[src/rtl/y86_pkg.sv]
// y86_pkg: shared Y86-64 pipeline constants and types.
// Holds status codes, icodes, special register IDs and the basic
// register-ID / machine-word typedefs used across the pipeline.
package y86_pkg;

  typedef logic [3:0]  reg_id_t;
  typedef logic [63:0] word_t;
  typedef logic [3:0]  stat_t;
  typedef logic [3:0]  icode_t;

  // Processor status codes
  localparam stat_t SBUB = 4'h0;
  localparam stat_t SAOK = 4'h1;
  localparam stat_t SHLT = 4'h2;
  localparam stat_t SADR = 4'h3;
  localparam stat_t SINS = 4'h4;

  // Instruction codes
  localparam icode_t IHALT   = 4'h0;
  localparam icode_t INOP    = 4'h1;
  localparam icode_t IRRMOVQ = 4'h2;
  localparam icode_t IIRMOVQ = 4'h3;
  localparam icode_t IRMMOVQ = 4'h4;
  localparam icode_t IMRMOVQ = 4'h5;
  localparam icode_t IOPQ    = 4'h6;
  localparam icode_t IJXX    = 4'h7;
  localparam icode_t ICALL   = 4'h8;
  localparam icode_t IRET    = 4'h9;
  localparam icode_t IPUSHQ  = 4'hA;
  localparam icode_t IPOPQ   = 4'hB;

  // Special register IDs
  localparam reg_id_t RRSP  = 4'h4;
  localparam reg_id_t RNONE = 4'hF;

  localparam int unsigned NUM_REGS = 15;

endpackage

[src/rtl/rf_core.sv]
// rf_core: 15 x 64-bit register storage, two write ports (E, M) and two
// combinational read ports. When both write ports target the same
// register, the M port wins (popq %rsp). Optional RF_WRITE_BYPASS_EN makes
// the current cycle's qualifying writes visible on the read ports.
module rf_core
  import y86_pkg::*;
#(
  parameter logic [63:0] RESET_RSP = 64'h0
) (
  input  logic    clk,
  input  logic    rst,
  input  logic    we,       // qualified commit for this cycle
  input  reg_id_t dst_e,
  input  word_t   val_e,
  input  reg_id_t dst_m,
  input  word_t   val_m,
  input  reg_id_t src_a,
  input  reg_id_t src_b,
  output word_t   rval_a,
  output word_t   rval_b
);

  word_t regs_q [NUM_REGS];

  logic we_e;
  logic we_m;

  assign we_e = we && (dst_e != RNONE);
  assign we_m = we && (dst_m != RNONE);

  // Storage update: M port takes priority over E port on the same register
  always_ff @(posedge clk or posedge rst) begin
    if (rst) begin
      for (int i = 0; i < NUM_REGS; i++) begin
        regs_q[i] <= (i == int'(RRSP)) ? RESET_RSP : 64'h0;
      end
    end else begin
      for (int i = 0; i < NUM_REGS; i++) begin
        if (we_m && (dst_m == reg_id_t'(i))) begin
          regs_q[i] <= val_m;
        end else if (we_e && (dst_e == reg_id_t'(i))) begin
          regs_q[i] <= val_e;
        end
      end
    end
  end

  // Read port A: RNONE reads as zero; optional same-cycle write bypass
  always_comb begin
    rval_a = 64'h0;
    if (src_a != RNONE) begin
      rval_a = regs_q[src_a];
`ifdef RF_WRITE_BYPASS_EN
      if (we_m && (dst_m == src_a)) begin
        rval_a = val_m;
      end else if (we_e && (dst_e == src_a)) begin
        rval_a = val_e;
      end
`endif
    end
  end

  // Read port B: same behaviour as port A
  always_comb begin
    rval_b = 64'h0;
    if (src_b != RNONE) begin
      rval_b = regs_q[src_b];
`ifdef RF_WRITE_BYPASS_EN
      if (we_m && (dst_m == src_b)) begin
        rval_b = val_m;
      end else if (we_e && (dst_e == src_b)) begin
        rval_b = val_e;
      end
`endif
    end
  end

endmodule

[src/rtl/wb_regfile.sv]
// wb_regfile: Y86-64 writeback stage. Commits W-stage results to the
// architectural register file, latches the first non-AOK status (halting
// further commits until reset) and counts retired non-nop instructions.
// Optional feature macro: RF_WRITE_BYPASS_EN (same-cycle read bypass in rf_core).
//
// Flow control: W_stall is a hold, not a handshake. With W_stall high the
// W inputs are ignored for that edge (no writes, no status change, no count).
module wb_regfile
  import y86_pkg::*;
#(
  parameter int unsigned RETIRE_W  = 32,
  parameter logic [63:0] RESET_RSP = 64'h0
) (
  input  logic                clk,
  input  logic                rst,
  input  logic                W_stall,
  input  logic [3:0]          W_stat,
  input  logic [3:0]          W_icode,
  input  logic [3:0]          W_dstE,
  input  logic [3:0]          W_dstM,
  input  logic [63:0]         W_valE,
  input  logic [63:0]         W_valM,
  input  logic [3:0]          d_srcA,
  input  logic [3:0]          d_srcB,
  output logic [63:0]         d_rvalA,
  output logic [63:0]         d_rvalB,
  output logic [3:0]          proc_stat,
  output logic                halted,
  output logic [RETIRE_W-1:0] retire_cnt
);

  stat_t               stat_q,   stat_d;
  logic                halted_q, halted_d;
  logic [RETIRE_W-1:0] cnt_q,    cnt_d;

  logic active;
  logic commit;
  logic fault;

  // An instruction is considered only when W advances and we are not halted
  assign active = !W_stall && !halted_q;
  assign commit = active && (W_stat == SAOK);
  assign fault  = active && (W_stat != SAOK) && (W_stat != SBUB);

  rf_core #(
    .RESET_RSP (RESET_RSP)
  ) u_rf_core (
    .clk    (clk),
    .rst    (rst),
    .we     (commit),
    .dst_e  (W_dstE),
    .val_e  (W_valE),
    .dst_m  (W_dstM),
    .val_m  (W_valM),
    .src_a  (d_srcA),
    .src_b  (d_srcB),
    .rval_a (d_rvalA),
    .rval_b (d_rvalB)
  );

  // Next-state: sticky status latch and wrapping retire counter
  always_comb begin
    stat_d   = stat_q;
    halted_d = halted_q;
    cnt_d    = cnt_q;
    if (fault) begin
      stat_d   = W_stat;
      halted_d = 1'b1;
    end
    if (commit && (W_icode != INOP)) begin
      cnt_d = cnt_q + 1'b1;
    end
  end

  // State registers
  always_ff @(posedge clk or posedge rst) begin
    if (rst) begin
      stat_q   <= SAOK;
      halted_q <= 1'b0;
      cnt_q    <= '0;
    end else begin
      stat_q   <= stat_d;
      halted_q <= halted_d;
      cnt_q    <= cnt_d;
    end
  end

  assign proc_stat  = stat_q;
  assign halted     = halted_q;
  assign retire_cnt = cnt_q;

endmodule

[config.mk]
export PLATFORM = sky130hd
export DESIGN_NAME = wb_regfile
export DESIGN_NICKNAME = d
export VERILOG_FILES = /design/src/rtl/y86_pkg.sv /design/src/rtl/rf_core.sv /design/src/rtl/wb_regfile.sv
export SDC_FILE = /design/constraint.sdc
export NUM_CORES = 2
export LEC_CHECK = 0
export ABC_AREA = 0
export ABC_CLOCK_PERIOD_IN_PS = 42900
export CAP_MARGIN = 10
export CORE_ASPECT_RATIO = 0.6
export CORE_MARGIN = 2
export CORE_UTILIZATION = 30
export CTS_CLUSTER_DIAMETER = 60
export DETAILED_ROUTE_END_ITERATION = 16
export GPL_TIMING_DRIVEN = 0
export RECOVER_POWER = 50
export SLEW_MARGIN = 20
export SYNTH_ARGS = -nofsm -noshare
export SYNTH_HDL_FRONTEND = slang
export SYNTH_SLANG_ARGS = --single-unit
[constraint.sdc]
create_clock -name clk -period 42.9 [get_ports clk]
set_input_delay 8.58 -clock clk [delete_from_list [all_inputs] [get_ports clk]]
set_output_delay 8.58 -clock clk [all_outputs]
set_load 0.02 [all_outputs]
# Word-level counts from Yosys, hierarchy flattened
# Cells that the tools add are included.
dict set report word_totals {
  ff_bits 997
  latch_bits 0
  ram_bits 0
  romBits 0
  in_bits 155
  out_inout_bits 165
  word_cells 153
  memories 0
}
dict set report op_classes {
  addsub 1
  multipliers 0
  div 0
  magnitude_cmp 2
  eq_ne 35
  shift 0
  n_mux 38
  n_bitwise 2
  reduce_logical 57
}
# operator count
set ops {}
lappend ops {{$mux W64} 36}
lappend ops {{$bmux W64 S4} 2}
lappend ops {{$eq A4 B4 Y1 const B} 14}
lappend ops {{$logic_and A1 B1 Y1} 37}
lappend ops {{$add A32 B1 Y32 const B} 1}
lappend ops {{$eq A4 B3 Y1 const B} 8}
lappend ops {{$reduce_bool A2 Y1} 15}
lappend ops {{$eq A4 B2 Y1 const B} 4}
lappend ops {{$ne A4 B4 Y1 const B} 4}
lappend ops {{$eq A4 B1 Y1 const B} 3}
lappend ops {{$ge A5 B5 Y1 const B} 2}
lappend ops {{$not A4 Y5} 2}
lappend ops {{$logic_not A4 Y1} 2}
lappend ops {{$ne A4 B1 Y1 const B} 2}
lappend ops {{$reduce_bool A4 Y1} 1}
lappend ops {{$logic_not A1 Y1} 2}

# Depth between registers and ports, before layout
dict set report logic_depth {
  depth_word 7
  depth_mapped 9
  ltp_nobuf 5
}

# Hierarchy
# A second synthesis with hierarchy kept.
dict set report hier_totals {
  hier_cells 6046
  hier_area_um2 61560.3
}
# mod n_inst cells_per_inst area_each_um2 seq_area_each_um2
set modules_own_cells {}
lappend modules_own_cells {rf_core 1 5902 59896.2 24023.0}
lappend modules_own_cells {wb_regfile 1 144 1664.1 927.1}

# Worst setup path before layout
# No wires, ideal clock.
dict set report synth_path {
  kind {input port to output port}
  from {input d_srcA[0]}
  to {output d_rvalA[10]}
  arrival_time_ns 10.368
  required_ns 34.320
  path_slack_ns 23.952
  cell_stages 8
  path_buffers 5
  path_cell_list {clkbuf_1 buf_2 buf_2 and3b_1 clkbuf_1 buf_2 a221oi_1 a21oi_1}
}
dict set report synth_via {
  elab_chain_cells 5
}
# element line_no
set synth_rtl {}
lappend synth_rtl {{start: declaration} wb_regfile.sv:23} ;# input logic [3:0] d_srcA,
lappend synth_rtl {{$not A4 Y5 (implied by the code)} rf_core.sv:52} ;# rval_a = regs_q[src_a];
lappend synth_rtl {{$bmux W64 S4} rf_core.sv:52}
lappend synth_rtl {{$mux W64 (implied by the code) (2 in series)} rf_core.sv:52}
lappend synth_rtl {{$mux W64 *} rf_core.sv:51} ;# if (src_a != RNONE) begin
lappend synth_rtl {{end: declaration} wb_regfile.sv:25} ;# output logic [63:0] d_rvalA,
# Every way passes the cells marked *; elsewhere a longest branch is shown, timed or not. The select of a mux whose other input is x is not followed.

==> impl_metrics.json <==
{
  "arrival_ps": 27450,
  "hold_class": "reg2reg",
  "slew_headroom_pct": -260,
  "grt_max_degree": 98,
  "vias_per_cell": 6.30,
  "cts_setup_buffers": 0,
  "violations": "capacitance limit, slew limit",
  "powerDensity_nw_per_um2": 33.0,
  "drive_above_1_share_pct": 12.0,
  "status": "finished with violations",
  "drc_errors": 0,
  "maxSlewViolCount": 1025,
  "clkSlewWorstSetupHoldPaths_ps": 60,
  "wl_per_cell_um": 33.4,
  "rows": 128,
  "die_height_um": 354,
  "cts_tree": "built",
  "core-area_um2": 203000,
  "yosysSeqAreaShare_pct": 40.8,
  "synth_cell_types": 53,
  "path_buf_inv": 7,
  "finalClockSkew_ps": 30.3,
  "dr.pass1.iters": 8,
  "syn_area_um2": 61100,
  "grt_pass1_wl_um": 448000,
  "slowest_stage": "clkbuf_1",
  "ant_nets": 0,
  "cts_resized": 0,
  "m1WireLength_um": 129000,
  "maxCapViolations": 23,
  "synth_area_leader_cell": "dfrtp_1",
  "tightest_slew_ps": 5390,
  "worstSetupEndpointType": "async pin",
  "finalInstanceArea_um2": 71800,
  "gp_congestion": 0.989,
  "reg2reg_depth": 8,
  "ys_ff_latch": 997,
  "crit_cells": 7,
  "vias": 61222,
  "overflow": 0,
  "num-nets-final": 7023,
  "synth_nets": 6566,
  "cts_sinks": 997,
  "place_area_um2": 68500,
  "yosysWarnings": 0,
  "antenna_found_initial": 37,
  "start_kind": "input port",
  "io_pins": 320,
  "clock_path_buffers": 3,
  "cp_max_fo": 94,
  "fin_crit_sh_pct": 64.8,
  "hold_buffers": 0,
  "cts_inserted_buffers": 107,
  "crit_top_cell": "clkbuf_1",
  "final_common_cell": "dfrtp_1",
  "grt_usage_pct": 30.1,
  "dieArea_um2": 207000,
  "dp_slack_ps": 20970,
  "rsz0062_at_grt": "false",
  "whs_path_depth": 1,
  "wl_met2_um": 122000,
  "crit_chain": "dlygate4sd3_1 > clkinvlp_2 > clkbuf_1 > clkbuf_1 > clkbuf_1 > clkbuf_1 > clkbuf_1",
  "synthFlopType": "dfrtp_1",
  "area_delta_synth_final_pct": 17.6,
  "hold_viol_final": 0,
  "numPortBuffers": 311,
  "die_w_um": 587,
  "root_buffer": "clkbuf_16",
  "top_layer": "met5",
  "final.setup.worst_slack_ps": 15110,
  "grt_pass1_vias": 56797,
  "synth_edf_count": 0,
  "finalCriticalPeriod_ps": 27790,
  "cts-htree-levels": 3,
  "synthCells": 6410,
  "met3_length_um": 59300,
  "crit_family": "buffers and inverters",
  "syn_area_per_cell_um2": 9.53,
  "synth.area.top_cells": "dfrtp_1 (41%), mux2i_1 (11%), mux4_2 (9.5%)",
  "async_flop_share_pct": 100,
  "drtIter0Drc": 10296,
  "worstSetupPathType": "in2async",
  "setup_viol": 0,
  "crit_required_ps": 42550,
  "initial_utilization_pct": 30.1,
  "max_freq_ghz": 0.0360,
  "synth_top_area_share_pct": 40.8,
  "clock_latency_ps": 770,
  "cp_slowest_stage_delay_ps": 3870,
  "dp_hpwl_um": 244000,
  "p_leak_nw": 30.7,
  "ir_worst_vdd_mv": 0.0305,
  "layout_common_cells": "dfrtp_1 (996), nand2_1 (865), nor2_1 (841)",
  "totalWireLength_um": 325000
}
-- Yosys cell counts (4+ instances only) --
cell type / instances
o22ai_1: 97
xor2_1: 21
dfrtp_1: 996
clkbuf_1: 474
and2_1: 65
a221o_1: 63
a21o_1: 63
nor3_1: 18
nand2_1: 865
buf_2: 149
buf_1: 41
mux2i_1: 668
and4_1: 4
a22oi_1: 29
mux4_2: 258
a31oi_1: 424
inv_1: 8
nand4_1: 18
nor2_1: 843
or2_2: 4
o221ai_1: 29
nor4b_1: 4
a221oi_1: 97
nand3_1: 23
nor4_2: 4
xnor2_1: 10
a21oi_1: 536
nor4_4: 4
a22o_1: 66
buf_6: 33
nand2b_1: 9
mux2_2: 127
and3_1: 4
nor2b_1: 165
buf_4: 14
nor4_1: 19
or4_1: 8
a211oi_1: 128
-- metrics by stage --
step | setup TNS (ps) | hold WS (ps) | utilization [%] | cells | total power (W)
after CTS | 0 | 478 | 35.6 | 9687 | 0.00236
after global routing | 0 | 486 | 35.4 | 9701 | 0.00242
after floorplan | 0 | 492 | - | 6410 | 0.00119
after detailed placement | 0 | 465 | 33.8 | 9487 | 0.00135
after global placement | -8152630 | 458 | 33.4 | 9451 | 0.00134
final | 0 | 471 | 35.5 | 9714 | 0.00237
-- state kept, by name, indices dropped and copies added (netlist names) --
name / count
halted: 1
proc_stat: 4
retire_cnt: 32
u_rf_core.regs_q: 960
-- where the power goes --
group | leakage [nW] | switching, W | internal (W) | total (W)
Combinational | 15.1 | 0.000216 | 0.000115 | 0.000331
Clock | 1.83 | 0.000454 | 0.000577 | 0.00103
Sequential | 13.8 | 0.0000330 | 0.000978 | 0.00101
-- metal layers --
metal  GRT usage (%)  up-vias
li1                -    24202
met1            40.9    30746
met2            38.0     5452
met3            16.9      782
met4            12.6       40
met5            1.42        -
-- final cells by class --
cell class                 instances  area [µm²]
tap                             2730        3420
timing repair buffer             348        3580
clock inverter                    48         612
buffer                           711        3150
multi-input combinational       4694       32900
sequential                       997       25000
inverter                           8        31.3
fill                           20358      131000
clock buffer                     152        3100
antenna                           26        65.1
-- kinds of logic (layout without fill, tap and decap cells) --
| logic type | after synthesis | count (layout) | synth area share (%) |
|---|---|---|---|
| compound gates | 1536 | 1536 | 16.3 |
| xor+xnor | 31 | 31 | 0.445 |
| fa+ha+maj | 1 | 1 | 0.0205 |
| buf+inv | 719 | 1267 | 5.22 |
| flops | 997 | 997 | 40.8 |
| mux | 1053 | 1053 | 22.8 |
| other cells | 0 | 26 | 0 |
| simple gates | 2073 | 2073 | 14.4 |
-- worst paths after layout --
check	startpoint	end	slack, ps
worst max-delay path	rst	u_rf_core.regs_q[332]$_DFFE_PP0P_	15110
worst min-delay path	retire_cnt[31]$_DFFE_PP0P_	retire_cnt[31]$_DFFE_PP0P_	470
worst max register to register	halted$_DFFE_PP0P_	u_rf_core.regs_q[115]$_DFFE_PP0P_	38220
worst min register to register	retire_cnt[31]$_DFFE_PP0P_	retire_cnt[31]$_DFFE_PP0P_	470
max in group clk	d_srcB[2]	d_rvalB[60]	20660
min in group asynchronous	rst	u_rf_core.regs_q[170]$_DFFE_PP0P_	8760
No activity file was read; power rests on OpenSTA's default activity.
